## src/rtl/if_fetch_stage_if.sv

```systemverilog
// if_fetch_stage_if: req/ack instruction-memory port between fetch and imem.
// master = fetch stage, slave = memory.
interface if_fetch_stage_if;
    logic        req;
    logic [31:0] addr;
    logic        ack;
    logic [31:0] rdata;

    modport master (
        output req,
        output addr,
        input  ack,
        input  rdata
    );

    modport slave (
        input  req,
        input  addr,
        output ack,
        output rdata
    );
endinterface

```

## src/rtl/if_fetch_stage.sv

```systemverilog
// if_fetch_stage: owns the PC, fetches over a req/ack port into IF/ID.
// Optional IF_PERF_CNT_EN adds fetch_cnt / bubble_cnt outputs.
module if_fetch_stage #(
    parameter logic [31:0] RESET_PC = 32'h0000_0000,
    parameter logic [31:0] BUBBLE   = 32'h0000_0000
) (
    input  logic             clk,
    input  logic             rst,
    input  logic             freeze,
    input  logic             branch_taken,
    input  logic [31:0]      branch_addr,
    if_fetch_stage_if.master imem,
    output logic [31:0]      PC_out,
    output logic [31:0]      instruction,
    output logic             valid
`ifdef IF_PERF_CNT_EN
    ,
    output logic [31:0]      fetch_cnt,
    output logic [31:0]      bubble_cnt
`endif
);

    typedef enum logic [1:0] {
        FETCH,
        HOLD,
        DROP
    } state_t;

    state_t      state;
    logic [31:0] pc;
    logic [31:0] tgt;
    logic [31:0] buf_word;
    logic [31:0] buf_pc;
    logic        buf_valid;
    logic        req_c;
    logic        acc;
    logic        take;
    logic        pend;

    always_comb begin
        req_c = 1'b0;
        case (state)
            FETCH:   req_c = 1'b1;
            DROP:    req_c = 1'b1;
            HOLD:    req_c = !freeze && !branch_taken;
            default: req_c = 1'b0;
        endcase
    end

    assign imem.req  = rst && req_c;
    assign imem.addr = pc;
    assign acc       = imem.req && imem.ack;
    assign take      = acc && (state != DROP);
    assign pend      = imem.req && !imem.ack;

    always_ff @(posedge clk or negedge rst) begin
        if (!rst) begin
            state       <= FETCH;
            pc          <= RESET_PC;
            tgt         <= '0;
            buf_word    <= '0;
            buf_pc      <= '0;
            buf_valid   <= 1'b0;
            PC_out      <= '0;
            instruction <= BUBBLE;
            valid       <= 1'b0;
`ifdef IF_PERF_CNT_EN
            fetch_cnt   <= '0;
            bubble_cnt  <= '0;
`endif
        end else begin
            if (branch_taken) begin
                valid       <= 1'b0;
                instruction <= BUBBLE;
                buf_valid   <= 1'b0;
                // an un-acked request cannot be aborted: finish it, then redirect
                if (pend) begin
                    tgt   <= branch_addr;
                    state <= DROP;
                end else begin
                    pc    <= branch_addr;
                    state <= FETCH;
                end
            end else begin
                if (state == DROP) begin
                    if (imem.ack) begin
                        pc    <= tgt;
                        state <= FETCH;
                    end
                end else if (acc) begin
                    pc <= pc + 32'd4;
                end

                if (freeze) begin
                    if (take) begin
                        buf_word  <= imem.rdata;
                        buf_pc    <= pc + 32'd4;
                        buf_valid <= 1'b1;
                        state     <= HOLD;
                    end
                end else if (buf_valid) begin
                    valid       <= 1'b1;
                    instruction <= buf_word;
                    PC_out      <= buf_pc;
                    // the drain cycle also fetches; a same-cycle ack refills
                    if (take) begin
                        buf_word <= imem.rdata;
                        buf_pc   <= pc + 32'd4;
                    end else begin
                        buf_valid <= 1'b0;
                        state     <= FETCH;
                    end
                end else if (take) begin
                    valid       <= 1'b1;
                    instruction <= imem.rdata;
                    PC_out      <= pc + 32'd4;
                end else begin
                    valid       <= 1'b0;
                    instruction <= BUBBLE;
                end
            end
`ifdef IF_PERF_CNT_EN
            if (take && !branch_taken)
                fetch_cnt <= fetch_cnt + 32'd1;
            if (!freeze && (branch_taken || (!buf_valid && !take)))
                bubble_cnt <= bubble_cnt + 32'd1;
`endif
        end
    end

endmodule
```

## src/flat_wrapper.sv

```systemverilog
// flat-port wrapper written by rule: the top's interface ports become plain ports
module if_fetch_stage_flat 
#(
    parameter logic [31:0] RESET_PC = 32'h0000_0000,
    parameter logic [31:0] BUBBLE   = 32'h0000_0000
)
  (clk, rst, freeze, branch_taken, branch_addr, PC_out, instruction, valid, imem_req, imem_addr, imem_ack, imem_rdata);
  if_fetch_stage_if imem_i ();
  input  logic clk;
  input  logic rst;
  input  logic freeze;
  input  logic branch_taken;
  input  logic [31:0] branch_addr;
  output logic [31:0] PC_out;
  output logic [31:0] instruction;
  output logic valid;
  output wire logic [$bits(imem_i.req)-1:0] imem_req;
  output wire logic [$bits(imem_i.addr)-1:0] imem_addr;
  input wire logic [$bits(imem_i.ack)-1:0] imem_ack;
  input wire logic [$bits(imem_i.rdata)-1:0] imem_rdata;
  assign imem_req = imem_i.req;
  assign imem_addr = imem_i.addr;
  assign imem_i.ack = imem_ack;
  assign imem_i.rdata = imem_rdata;
  if_fetch_stage #(.RESET_PC(RESET_PC), .BUBBLE(BUBBLE)) u_core (.clk(clk), .rst(rst), .freeze(freeze), .branch_taken(branch_taken), .branch_addr(branch_addr), .imem(imem_i), .PC_out(PC_out), .instruction(instruction), .valid(valid));
endmodule
```

## config.mk

```make
export PLATFORM = sky130hd
export DESIGN_NAME = if_fetch_stage_flat
export DESIGN_NICKNAME = d
export VERILOG_FILES = /design/src/rtl/if_fetch_stage_if.sv /design/src/rtl/if_fetch_stage.sv /design/src/flat_wrapper.sv
export SDC_FILE = /design/constraint.sdc
export NUM_CORES = 1
export LEC_CHECK = 0
export BUFFER_PORTS_ARGS = -buffer_cell sky130_fd_sc_hd__buf_2
export CORE_UTILIZATION = 60
export DETAILED_ROUTE_END_ITERATION = 12
export PLACE_DENSITY = 0.85
export SYNTH_ARGS = -nofsm -noshare
export SYNTH_HDL_FRONTEND = slang
export SYNTH_SLANG_ARGS = --single-unit
```

## constraint.sdc

```tcl
create_clock -name clk -period 3.92 [get_ports clk]
set_input_delay 0.784 -clock clk [delete_from_list [all_inputs] [get_ports clk]]
set_output_delay 0.784 -clock clk [all_outputs]
set_load 0.02 [all_outputs]
```

==> run summary <==
Final Slew Violations: 0
root cell of the clock tree: sky130_fd_sc_hd__clkbuf_16
PD cells: 560.1 nW/um^2
die width: 125.9 um
DRT antenna net count: 0
Setup Buffers After CTS: 0
cells taking the most area after synthesis: sky130_fd_sc_hd__dfrtp_1, sky130_fd_sc_hd__mux2_2, sky130_fd_sc_hd__nor2_1
maximum vdd ir drop: 0.0003110 V
number of buffers created by CTS: 17
met3 capacity usage during global routing: 0.05140
run status: finished clean
kind of cell adding the most delay to the critical path: simple AND/OR/NAND/NOR gates
global-route wire length before repair: 40590 um
slowest stage cell on the critical path: sky130_fd_sc_hd__nor4_1
Buffers & Inverters on Critical Path: 0
Crit Path Category: register to register
proportion of netlist area held by the largest area contributor: 0.5329
Resized cells post-CTS: 0
Syn Std Cell Area: 9204 um^2
final setup violation count: 0
TritonCTS clock tree: done
clock-pin slew on the worst setup and hold paths: 0.07 ns
most common library cell in the layout ignoring fill and taps: sky130_fd_sc_hd__dfrtp_1
total number of cells along the worst setup path: 6
share of post-route cells with drive strength above 1: 0.2848
gp weighted congestion: 0.8960
Worst Path Required: 4.23 ns
kind of launch point of the worst setup path: register
total of max-cap violations: 0
number of antenna cells inserted: 0
number of placed instances, taps included: 1203
number of standard cells after synthesis: 903
distinct cell type count of the synthesized netlist: 55
met2 demand-to-capacity share in global routing: 0.5046
share of async-settable or async-resettable flops after synthesis: 1.000
number of top-level design ports: 167
synthesized flop and latch total: 196
Row Count: 44
all-layer global routing usage: 0.3296
global route hottest layer: met2
post-route non-filler standard cell count: 1234
y dimension of the die: 125.9 um
setup TNS: 0 ns
final-report hold violation count: 0
class of the tightest hold or removal check: primary input to asynchronous set/reset pin
GR met1 Demand/Resource: 0.4772
Fmax: 0.3649 GHz
count of H-tree levels built during CTS: 4
commonest non-fill, non-tap cells in the layout: sky130_fd_sc_hd__dfrtp_1, sky130_fd_sc_hd__buf_2, sky130_fd_sc_hd__nor2_1, sky130_fd_sc_hd__mux2_2, sky130_fd_sc_hd__a21oi_1
delay of the slowest critical-path stage: 0.85 ns
signal arrival time at the worst endpoint: 3.05 ns
buffer depth of the longest clock path: 2
most frequent cell on the critical path: sky130_fd_sc_hd__nand3_1
number of antenna violations at the first check in global routing: 0
launch point of the worst path: u_core.imem.addr[2]$_DFFE_PN0P_
estimated wirelength of the detail-placed design: 16380 um
via count of the first global-routing pass: 7564
floorplan core area: 14750 um^2
unrepaired setup endpoints after global routing: no
total die area: 15840 um^2
Initial Utilization: 0.6238
Final Core Density: 0.7289
Final Net Count: 1108
register area share after synthesis: 0.5329
minimum clock period after layout: 2.741 ns
net count after synthesis: 973
static power due to leakage: 4.830 nW
first-pass detailed-route iteration total: 5
remaining design rule violation count: 0
startpoint of the lowest-slack register-to-register path: u_core.imem.addr[2]$_DFFE_PN0P_
synth-to-layout area growth: 16.84%
Tightest Pin Transition: 1.085 ns
post-synth top area cell: sky130_fd_sc_hd__dfrtp_1
cts hold-fix bufs: 0
chain of cells forming the critical path: ha_1 > nand4_1 > nor4_1 > nand3_1 > mux2i_1 > nand3_1
count of flip-flops with a built-in enable after synthesis: 0
largest clock skew in the final design: 0.008947 ns
residual overflow from global routing: 0
synthesis warning total: 0
sum of routed wire length over all layers: 24930 um
TritonCTS Sinks: 196
pin count of the biggest net entering global routing: 87
Final period util: 0.6992
average routed wire per standard cell: 20.20 um
most frequently used flop master after synthesis: sky130_fd_sc_hd__dfrtp_1
initial DRC count: 1017
I/O Buffers: 166
worst-skew pair later-pin latency: 0.44 ns
per-cell via count in the routed design: 6.457
count of vias placed by the detailed router: 7968
tightest slew margin relative to the limit: 0.2702
mean instance size in the synthesized netlist: 10.19 um^2
worst-case reg-to-reg path depth: 6
total power: 6.023 mW
Max FO, Critical Path: 9
Critical Path End Type: register
[logic make-up (layout without fill, tap and decap cells)]
| family | after synthesis | count (layout) | share of synthesized area |
|---|---|---|---|
| AND/OR/NAND/NOR | 291 | 291 | 0.1517 |
| buffers and inverters | 78 | 225 | 0.03236 |
| multiplexers | 80 | 80 | 0.09693 |
| flip-flops | 196 | 196 | 0.5329 |
| AO/OA/AOI/OAI | 233 | 233 | 0.1619 |
| adder cells (fa/ha/maj) | 1 | 1 | 0.001359 |
| XOR/XNOR | 24 | 24 | 0.02284 |
[worst register-to-register path, stage by stage (launching register included)]
cell	delay, ns
sky130_fd_sc_hd__dfrtp_1	0.58
sky130_fd_sc_hd__ha_1	0.29
sky130_fd_sc_hd__nand4_1	0.36
sky130_fd_sc_hd__nor4_1	0.85
sky130_fd_sc_hd__nand3_1	0.24
sky130_fd_sc_hd__mux2i_1	0.20
sky130_fd_sc_hd__nand3_1	0.09
[sequential cells by signal (all words and copies together) (netlist names)]
signal,flops
u_core.buf_pc,32
u_core.buf_word,32
u_core.valid,1
u_core.instruction,32
u_core.imem.addr,32
u_core.tgt,32
u_core.buf_valid,1
u_core.PC_out,32
u_core.state,2
[power breakdown]
| group | leakage, nW | switching (mW) | internal [mW] |
|---|---|---|---|
| Clock | 0.274 | 0.792 | 0.905 |
| Combinational | 2.18 | 0.869 | 0.586 |
| Sequential | 2.38 | 0.383 | 2.49 |
| Total | 4.83 | 2.04 | 3.98 |
[synthesized netlist by cell type, types with 2 or more instances]
library cell and n:
sky130_fd_sc_hd__xor2_1 13, sky130_fd_sc_hd__nand2_1 60, sky130_fd_sc_hd__and2_1 2, sky130_fd_sc_hd__or2_2 2, sky130_fd_sc_hd__a2bb2oi_1 9, sky130_fd_sc_hd__mux2i_1 7
sky130_fd_sc_hd__o21a_1 5, sky130_fd_sc_hd__mux2_2 73, sky130_fd_sc_hd__or4_4 2, sky130_fd_sc_hd__nor4_1 7, sky130_fd_sc_hd__a221oi_1 35, sky130_fd_sc_hd__o31ai_1 3
sky130_fd_sc_hd__or3_1 10, sky130_fd_sc_hd__clkbuf_1 53, sky130_fd_sc_hd__buf_2 4, sky130_fd_sc_hd__o211ai_1 6, sky130_fd_sc_hd__inv_1 10, sky130_fd_sc_hd__nand2b_1 6
sky130_fd_sc_hd__clkinv_1 2, sky130_fd_sc_hd__o31a_1 3, sky130_fd_sc_hd__o21ai_0 60, sky130_fd_sc_hd__o221ai_1 4, sky130_fd_sc_hd__nand3_1 19, sky130_fd_sc_hd__o21ai_1 2
sky130_fd_sc_hd__dfrtp_1 196, sky130_fd_sc_hd__a31oi_1 9, sky130_fd_sc_hd__a21oi_1 68, sky130_fd_sc_hd__o22ai_1 9, sky130_fd_sc_hd__a211oi_1 3, sky130_fd_sc_hd__nor2_1 96
sky130_fd_sc_hd__o22a_1 7, sky130_fd_sc_hd__buf_1 9, sky130_fd_sc_hd__xnor2_1 11, sky130_fd_sc_hd__nand4_1 10, sky130_fd_sc_hd__and3_1 24, sky130_fd_sc_hd__nor3_1 41
sky130_fd_sc_hd__and4_1 3, sky130_fd_sc_hd__nor2b_1 3
[path summary, 6_finish.rpt]
| kind | to | slack, ns |
|---|---|---|
| worst max-delay path | u_core.PC_out[20]$_DFFE_PN0P_ | 1.18 |
| worst min-delay path | u_core.instruction[12]$_DFFE_PN0P_ | 0.30 |
| worst max register to register | u_core.PC_out[20]$_DFFE_PN0P_ | 1.18 |
| worst min register to register | u_core.PC_out[7]$_DFFE_PN0P_ | 0.47 |
| max in group asynchronous | u_core.buf_valid$_DFFE_PN0P_ | 2.20 |
| min in group clk | u_core.PC_out[7]$_DFFE_PN0P_ | 0.47 |
[metal layers]
metal  share of wire  routed length (um)
met3           0.085                2126
met2            0.47               11640
met1            0.42               10480
met4           0.027                 673
met5               0                   0
[final cells by class]
class,count,area [um^2]
Sequential cell,196,4906
Multi-Input combinational cell,629,4036
Inverter,12,45.04
Timing Repair Buffer,182,972.2
Clock buffer,19,442.9
Fill cell,1078,4000
Clock inverter,12,121.4
Tap cell,184,230.2
[stage by stage]
step	area, um^2	hold slack [ns]	worst slack [ns]
final	10750	0.2995	1.179
after CTS	10750	0.2998	1.263
after floorplan	9204	0.4716	1.468
after detailed placement	10190	0.4652	0.9964
after global routing	10750	0.3211	1.041
after global placement	10190	0.4582	1.061
Note: power is estimated with default switching activity, not from simulation.
